File: src/rtl/icarus_bp_pkg.sv
// Shared types and helpers for the bimodal branch predictor: 2-bit counter
// encoding, reset value and saturating next-state.
package icarus_bp_pkg;

  localparam int unsigned CTR_WIDTH  = 2;
  localparam int unsigned PERF_WIDTH = 32;

  typedef logic [CTR_WIDTH-1:0] ctr_t;

  localparam ctr_t SNT = 2'b00;
  localparam ctr_t WNT = 2'b01;
  localparam ctr_t WT  = 2'b10;
  localparam ctr_t ST  = 2'b11;

  localparam ctr_t CTR_RESET = WNT;

  // Step one toward the observed outcome, holding at the strong ends.
  function automatic ctr_t ctr_next(input ctr_t cur, input logic taken);
    ctr_t nxt;
    nxt = cur;
    if (taken) begin
      if (cur != ST) nxt = cur + CTR_WIDTH'(1);
    end else begin
      if (cur != SNT) nxt = cur - CTR_WIDTH'(1);
    end
    return nxt;
  endfunction

endpackage

File: src/rtl/bp_counter_table.sv
// Array of 2-bit direction counters: one combinational lookup port and one
// synchronous write port that also exposes the entry it is about to overwrite.
module bp_counter_table
  import icarus_bp_pkg::*;
#(
  parameter int unsigned INDEX_BITS = 6
) (
  input  logic                  clk,
  input  logic                  rst,
  input  logic [INDEX_BITS-1:0] rd_idx,
  output logic [CTR_WIDTH-1:0]  rd_ctr,
  input  logic                  wr_en,
  input  logic [INDEX_BITS-1:0] wr_idx,
  output logic [CTR_WIDTH-1:0]  wr_cur,
  input  logic [CTR_WIDTH-1:0]  wr_ctr
);

  localparam int unsigned DEPTH = 1 << INDEX_BITS;

  ctr_t mem [DEPTH];

  // No bypass: a same-cycle write is only seen on the following cycle.
  assign rd_ctr = mem[rd_idx];
  assign wr_cur = mem[wr_idx];

  always_ff @(posedge clk or posedge rst) begin
    if (rst) begin
      for (int unsigned i = 0; i < DEPTH; i++) begin
        mem[i] <= CTR_RESET;
      end
    end else if (wr_en) begin
      mem[wr_idx] <= wr_ctr;
    end
  end

endmodule

File: src/rtl/branch_predictor.sv
// Bimodal branch direction predictor trained by resolved comparator results.
// Optional perf counters are enabled with BP_PERF_COUNTERS_EN.
module branch_predictor
  import icarus_bp_pkg::*;
#(
  parameter int unsigned INDEX_BITS = 6,
  parameter int unsigned PC_WIDTH   = 32
) (
  input  logic                  clk,
  input  logic                  rst,
  input  logic                  lookup_valid,
  input  logic [PC_WIDTH-1:0]   lookup_pc,
  output logic                  predict_taken,
  input  logic                  update_valid,
  input  logic [PC_WIDTH-1:0]   update_pc,
  input  logic                  update_taken,
  input  logic                  update_predicted,
  output logic                  mispredict
`ifdef BP_PERF_COUNTERS_EN
  ,
  output logic [PERF_WIDTH-1:0] branch_count,
  output logic [PERF_WIDTH-1:0] mispredict_count
`endif
);

  logic [INDEX_BITS-1:0] lookup_idx;
  logic [INDEX_BITS-1:0] update_idx;
  ctr_t                  lookup_ctr;
  ctr_t                  update_cur;
  ctr_t                  update_nxt;
  logic                  mispredict_d;
  logic                  unused_pc_bits;

  // Word-aligned PCs, untagged: distant branches may share an entry.
  assign lookup_idx = lookup_pc[INDEX_BITS+1:2];
  assign update_idx = update_pc[INDEX_BITS+1:2];
  assign unused_pc_bits = ^{lookup_pc[PC_WIDTH-1:INDEX_BITS+2], lookup_pc[1:0],
                            update_pc[PC_WIDTH-1:INDEX_BITS+2], update_pc[1:0]};

  bp_counter_table #(
    .INDEX_BITS(INDEX_BITS)
  ) u_table (
    .clk    (clk),
    .rst    (rst),
    .rd_idx (lookup_idx),
    .rd_ctr (lookup_ctr),
    .wr_en  (update_valid),
    .wr_idx (update_idx),
    .wr_cur (update_cur),
    .wr_ctr (update_nxt)
  );

  assign update_nxt    = ctr_next(update_cur, update_taken);
  assign predict_taken = lookup_valid & lookup_ctr[1];

  // Judged against the carried prediction, not the table, so aliasing
  // between lookup and resolve cannot corrupt the flush decision.
  assign mispredict_d = update_valid & (update_taken ^ update_predicted);

  always_ff @(posedge clk or posedge rst) begin
    if (rst) begin
      mispredict <= 1'b0;
    end else begin
      mispredict <= mispredict_d;
    end
  end

`ifdef BP_PERF_COUNTERS_EN
  always_ff @(posedge clk or posedge rst) begin
    if (rst) begin
      branch_count     <= '0;
      mispredict_count <= '0;
    end else begin
      if (update_valid) branch_count     <= branch_count + PERF_WIDTH'(1);
      if (mispredict_d) mispredict_count <= mispredict_count + PERF_WIDTH'(1);
    end
  end
`endif

endmodule

File: config.mk
export PLATFORM = sky130hd
export DESIGN_NAME = branch_predictor
export DESIGN_NICKNAME = d
export VERILOG_FILES = /design/src/rtl/icarus_bp_pkg.sv /design/src/rtl/bp_counter_table.sv /design/src/rtl/branch_predictor.sv
export SDC_FILE = /design/constraint.sdc
export NUM_CORES = 1
export LEC_CHECK = 0
export CORE_MARGIN = 2
export CORE_UTILIZATION = 55
export CTS_BUF_LIST = sky130_fd_sc_hd__clkbuf_4 sky130_fd_sc_hd__clkbuf_8
export DETAILED_ROUTE_END_ITERATION = 6
export PLACE_DENSITY = 0.78
export SLEW_MARGIN = 20
export SYNTH_ARGS = -nofsm -noshare
export SYNTH_HDL_FRONTEND = slang
export SYNTH_SLANG_ARGS = --single-unit
export TNS_END_PERCENT = 50
File: constraint.sdc
create_clock -name clk -period 10.9 [get_ports clk]
set_clock_uncertainty 0.2 [all_clocks]
set_input_delay 2.18 -clock clk [delete_from_list [all_inputs] [get_ports clk]]
set_output_delay 2.18 -clock clk [all_outputs]
set_load 0.005 [all_outputs]
==> impl_metrics.toml, run 1 <==
[run_status]
status = "finished clean"

[drt]
drt_iter0_drc = 501
drc = 0
ant_nets = 0
vias_per_cell = 6.56
wl_per_cell_um = 23.8
vias = 4764
routed_wl_um = 17300
drtPass1Iterations = 5

[worst_setup_path]
cp_max_fo = 16
start_kind = "primary input"
rr_endpoint = "u_table.mem[1]"
cp.required_ns = 8.52
endpoint_kind = "output pin"
rrSetupSlack_ns = 7.82
cp.arrival_ns = 5.36
r2r_start = "u_table.mem[4]"
critPathKind = "in2out"
rr_worst_depth = 7

[global_route]
grt_max_degree = 75
grt_pass1_wl_um = 27800
grt_pass1_vias = 5043
track_usage_pct = 26.3
grt-ovfl-total = 0
antenna_found_initial = 0

[layout]
final_cell_mix = "127 x mux2_2, 65 x dfrtp_1, 64 x dfstp_2, 45 x nor2_1, 43 x nand2_1"
num-nets-final = 611
fillers = 964
area_growth_pct = 7.92
final_common_cell = "mux2_2"
final_cells = 726
final_layout_size_suffix_gt1_share_pct = 51.3
multi_input_area_um2 = 3480
antenna_cells = 0
register_area_um2 = 3310

[floorplan]
die-height_um = 117
coreArea_um2 = 12600
dieArea_um2 = 13800
ios = 72
num_rows = 41
die_x_um = 117
initial_core_util_pct = 56.3

[cts]
h-tree-depth = 4
path_clk_slew_ns = 0.07
cts.sinks = 129
cts_buffers = 17
hold_buffers = 0
cts_buffer_depth = 2
tritoncts = "yes"
cts_setup_buffers = 0
clock_latency_ns = 0.45
cts_resized = 0
cts-root-buf = "clkbuf_8"

[synthesis]
yosysSeqAreaShare_pct = 46.7
synth-edff-count = 0
syn_inst = 538
synth-seq-cells = 129
syn_area_um2 = 7080
avgSynthCellArea_um2 = 13.2
synth_cell_types = 46
synth_nets = 608
postSynth.asyncResetShare_pct = 100
synth_ff_type = "dfrtp_1"
ys_warn_count = 0

[timing]
finalWorstSetupSlack_ns = 3.16
slew_viol_final = 0
tns_ns = 0
finalCritPeriodShare_pct = 71.0
max_clock_freq_ghz = 0.129
rsz0062_at_grt = "no"
relSlewSlack_pct = 30.3
setup_viol = 0
worst_hold_slack_ns = 0.330
worst_slew_pin_slew_ns = 1.04
hold_viol = 0
period_needed_ns = 7.74

[worst_hold_path]
min_path_cells = 1
hold_start = "u_table.mem[23]"
min_to = "u_table.mem[23]"
min_path_type = "reg2reg"

[power]
power.density_nw_per_um2 = 160
ir_drop_mv = 0.0684
p_leak_nw = 3.18

[placement]
dp_hpwl_um = 11200
dp.cells = 694
gp_congestion = 0.888
place_ws_ns = 3.18
portBuffers = 19

[job]
drv_cap = 0
==> per-stage QoR <==
stage | power, mW | cell area, um^2 | utilization, %
finish | 1.22 | 7640 | 60.8
global route | 1.27 | 7640 | 60.8
CTS | 1.22 | 7630 | 60.7
detailed placement | 0.806 | 7220 | 57.5
global placement | 0.794 | 7220 | 57.4
floorplan | 0.759 | 7080 | -
==> worst max-delay path: stages <==
cell and delay (ns):
clkdlybuf4s50_1 1.12, mux4_2 0.46, mux4_2 0.53, mux4_2 0.46, and2_1 0.17, clkdlybuf4s50_1 0.44
==> Yosys cell counts (2+ instances only) <==
library cell,instances,area share (%)
mux2i_1,14,2.0
maj3_4,2,0.39
dfrtp_1,65,23
buf_6,16,2.5
inv_1,4,0.21
buf_2,7,0.49
mux2_2,127,20
buf_1,2,0.11
nand3_1,6,0.42
mux4_2,34,11
nand2_1,43,2.3
and3b_1,3,0.37
a211oi_1,2,0.21
or2_2,4,0.35
nor3_1,4,0.28
a221oi_1,11,1.4
and2_1,3,0.27
o22a_1,3,0.37
nor2_1,45,2.4
mux2_4,8,1.7
a22oi_1,9,0.95
nor3b_1,2,0.21
nand3b_1,2,0.21
dfstp_2,64,24
nor2b_1,5,0.44
a21oi_1,6,0.42
nand4_1,5,0.44
clkbuf_1,13,0.69
o21ai_0,6,0.42
o22ai_1,4,0.35
and3_1,3,0.27
or3b_2,2,0.25
==> sequential cells by signal (all words and copies together) (netlist names) <==
signal,cells
mispredict,1
u_table.mem,128
==> layout make-up <==
type | count | area share (%)
clock buffers | 27 | 4.37
clock inverters | 5 | 0.983
well taps | 172 | 2.82
flip-flops and latches | 129 | 43.3
inverters | 4 | 0.229
repair buffers | 23 | 2.75
multi-input cells | 366 | 45.5
==> kinds of logic after synthesis <==
logic type,Yosys count,share of synthesized area [%]
xor gates and xnor gates,1,0.124
buffers and inverters,43,4.26
AOI/OAI and AO/OA,49,5.16
adders and majority gates,2,0.389
muxes,183,34.7
DFF,129,46.7
and+or+nand+nor,131,8.63
==> power by group <==
part           switching, mW  internal, mW  total, mW
clock network          0.177         0.242      0.419
logic                 0.0994        0.0985      0.198
registers             0.0369         0.566      0.603
==> worst max-delay path by stage <==
| stage | startpoint | to | slack [ns] | cells after the start |
|---|---|---|---|---|
| floorplan | lookup_pc[2] | predict_taken | 4.22 | 6 |
| global placement | lookup_pc[3] | predict_taken | 3.23 | 6 |
| detailed placement | lookup_pc[3] | predict_taken | 3.18 | 6 |
| CTS | lookup_pc[3] | predict_taken | 3.18 | 6 |
| global route | lookup_pc[3] | predict_taken | 3.14 | 6 |
| finish | lookup_pc[3] | predict_taken | 3.16 | 6 |
==> routing by layer <==
metal  global-route usage (%)  vias to the layer above  share of wire [%]
met5                        0                        -                  0
met3                     5.11                       64                6.3
met2                     42.5                      217                 48
met1                     34.3                     2469                 41
li1                         -                     2014                  -
met4                     12.3                        0                3.9
No activity file was read; power rests on OpenSTA's default activity.
==> run 2, diff against run 1 <==
==> constraint.sdc (replaced) <==
create_clock -name clk -period 7.16 [get_ports clk]
set_clock_uncertainty 0.2 [all_clocks]
set_input_delay 1.432 -clock clk [delete_from_list [all_inputs] [get_ports clk]]
set_output_delay 1.432 -clock clk [all_outputs]
set_load 0.005 [all_outputs]
==> run 2 against run 1 <==
Setup slack got worse by 2.0 ns. Highest routed layer unchanged. Via count decreased by 0.34%. Critical path depth is 1 higher. First-iteration DRC count down 21%. Critical path type unchanged. Clock power grew 30%.
==> impl_metrics.toml, run 2 (same netlist as run 1, synthesis figures left out) <==
[run_status]
status = "finished clean"

[cts]
hold_buffers = 0
cts_resized = 0
path_clk_slew_ns = 0.06
cts.sinks = 129
cts_buffers = 17
cts_buffer_depth = 2
tritoncts = "yes"
cts_setup_buffers = 0
h-tree-depth = 4
clock_latency_ns = 0.45
cts-root-buf = "clkbuf_8"

[global_route]
grt_pass1_vias = 5034
antenna_found_initial = 0
grt-busiest-layer = "met2"
track_usage_pct = 26.4
use_met2_pct = 40.4
grt-ovfl-total = 0
grt.met1_usage_pct = 35.7
grt_pass1_wl_um = 28000
met3_usage_pct = 5.25
grt_max_degree = 69

[layout]
register_area_um2 = 3310
num-nets-final = 617
area_growth_pct = 7.46
multi_input_area_um2 = 3470
final_cells = 732
largest-register = "u_table.mem"
top_regs = "u_table.mem x128, mispredict x1"
final_common_cell = "mux2_2"
fillers = 942
final_layout_size_suffix_gt1_share_pct = 51.2
antenna_cells = 0
final_cell_area_um2 = 7610
final_cell_mix = "127 x mux2_2, 65 x dfrtp_1, 64 x dfstp_2, 45 x nor2_1, 43 x nand2_1"
largest_reg_flops = 128

[worst_hold_path]
min_to = "u_table.mem[107]"
min_path_type = "reg2reg"
hold_start = "u_table.mem[107]"
min_path_cells = 1

[placement]
dp_hpwl_um = 11500
post_dp_cell_area_um2 = 7260
portBuffers = 19
gp_congestion = 0.924
place_ws_ns = 1.10
dp.cells = 700

[power]
p_leak_nw = 3.18
ir_drop_mv = 0.156
power.density_nw_per_um2 = 232

[timing]
relSlewSlack_pct = 24.9
finalWorstSetupSlack_ns = 1.11
rsz0062_at_grt = "no"
period_needed_ns = 6.05
slew_viol_final = 0
tns_ns = 0
worst_hold_slack_ns = 0.331
setup_viol = 0
hold_viol = 0
worst_slew_pin_slew_ns = 1.12
finalCritPeriodShare_pct = 84.5
max_clock_freq_ghz = 0.165

[floorplan]
die_x_um = 117
initial_core_util_pct = 56.3
coreArea_um2 = 12600
ios = 72
die-height_um = 117
num_rows = 41
dieArea_um2 = 13800

[worst_setup_path]
cp.arrival_ns = 4.42
rrSetupSlack_ns = 4.15
r2r_start = "u_table.mem[4]"
endpoint_kind = "output pin"
critPathKind = "in2out"
cp_max_fo = 16
cp.required_ns = 5.53
rr_worst_depth = 7
rr_endpoint = "u_table.mem[21]"
start_kind = "primary input"

[drt]
vias_per_cell = 6.49
drtPass1Iterations = 5
wl_per_cell_um = 23.5
ant_nets = 0
routed_wl_um = 17200
drt_iter0_drc = 398
vias = 4748
drc = 0

[job]
drv_cap = 0
## run 2: final cells by class
class	count	area share, %
Multi-Input combinational cell	366	45.6
Sequential cell	129	43.5
Clock buffer	25	4.03
Timing Repair Buffer	29	3.36
Tap cell	172	2.83
Clock inverter	7	0.461
Inverter	4	0.230
## run 2: power by group
part | internal (mW) | switching [mW]
registers | 0.861 | 0.0549
logic | 0.151 | 0.152
clock network | 0.276 | 0.267
total | 1.29 | 0.474
## run 2: layer usage
metal | wire length, um | up-vias | part of all wire (%)
met2 | 8280 | 232 | 48
met4 | 774 | 0 | 4.5
met3 | 1060 | 60 | 6.1
met5 | 0 | - | 0
li1 | - | 2020 | -
met1 | 7120 | 2436 | 41
## run 2: critical path: stages
cell and delay [ns]:
clkdlybuf4s50_1 0.45, buf_4 0.34, mux4_2 0.58, mux4_2 0.54, mux4_2 0.46, and2_1 0.16, clkdlybuf4s50_1 0.44
## run 2: per-stage QoR
step	power [mW]	util, %
after floorplan	1.16	-
after global placement	1.21	57.8
after detailed placement	1.23	57.8
after CTS	1.77	60.5
after global routing	1.84	60.5
final	1.76	60.5
## run 2: how the worst max path moves through the flow
stage / end / cells past startpoint / startpoint
after floorplan: predict_taken / 6 / lookup_pc[2]
after global placement: predict_taken / 7 / lookup_pc[2]
after detailed placement: predict_taken / 7 / lookup_pc[2]
after CTS: predict_taken / 7 / lookup_pc[2]
after global routing: predict_taken / 7 / lookup_pc[2]
final: predict_taken / 7 / lookup_pc[2]
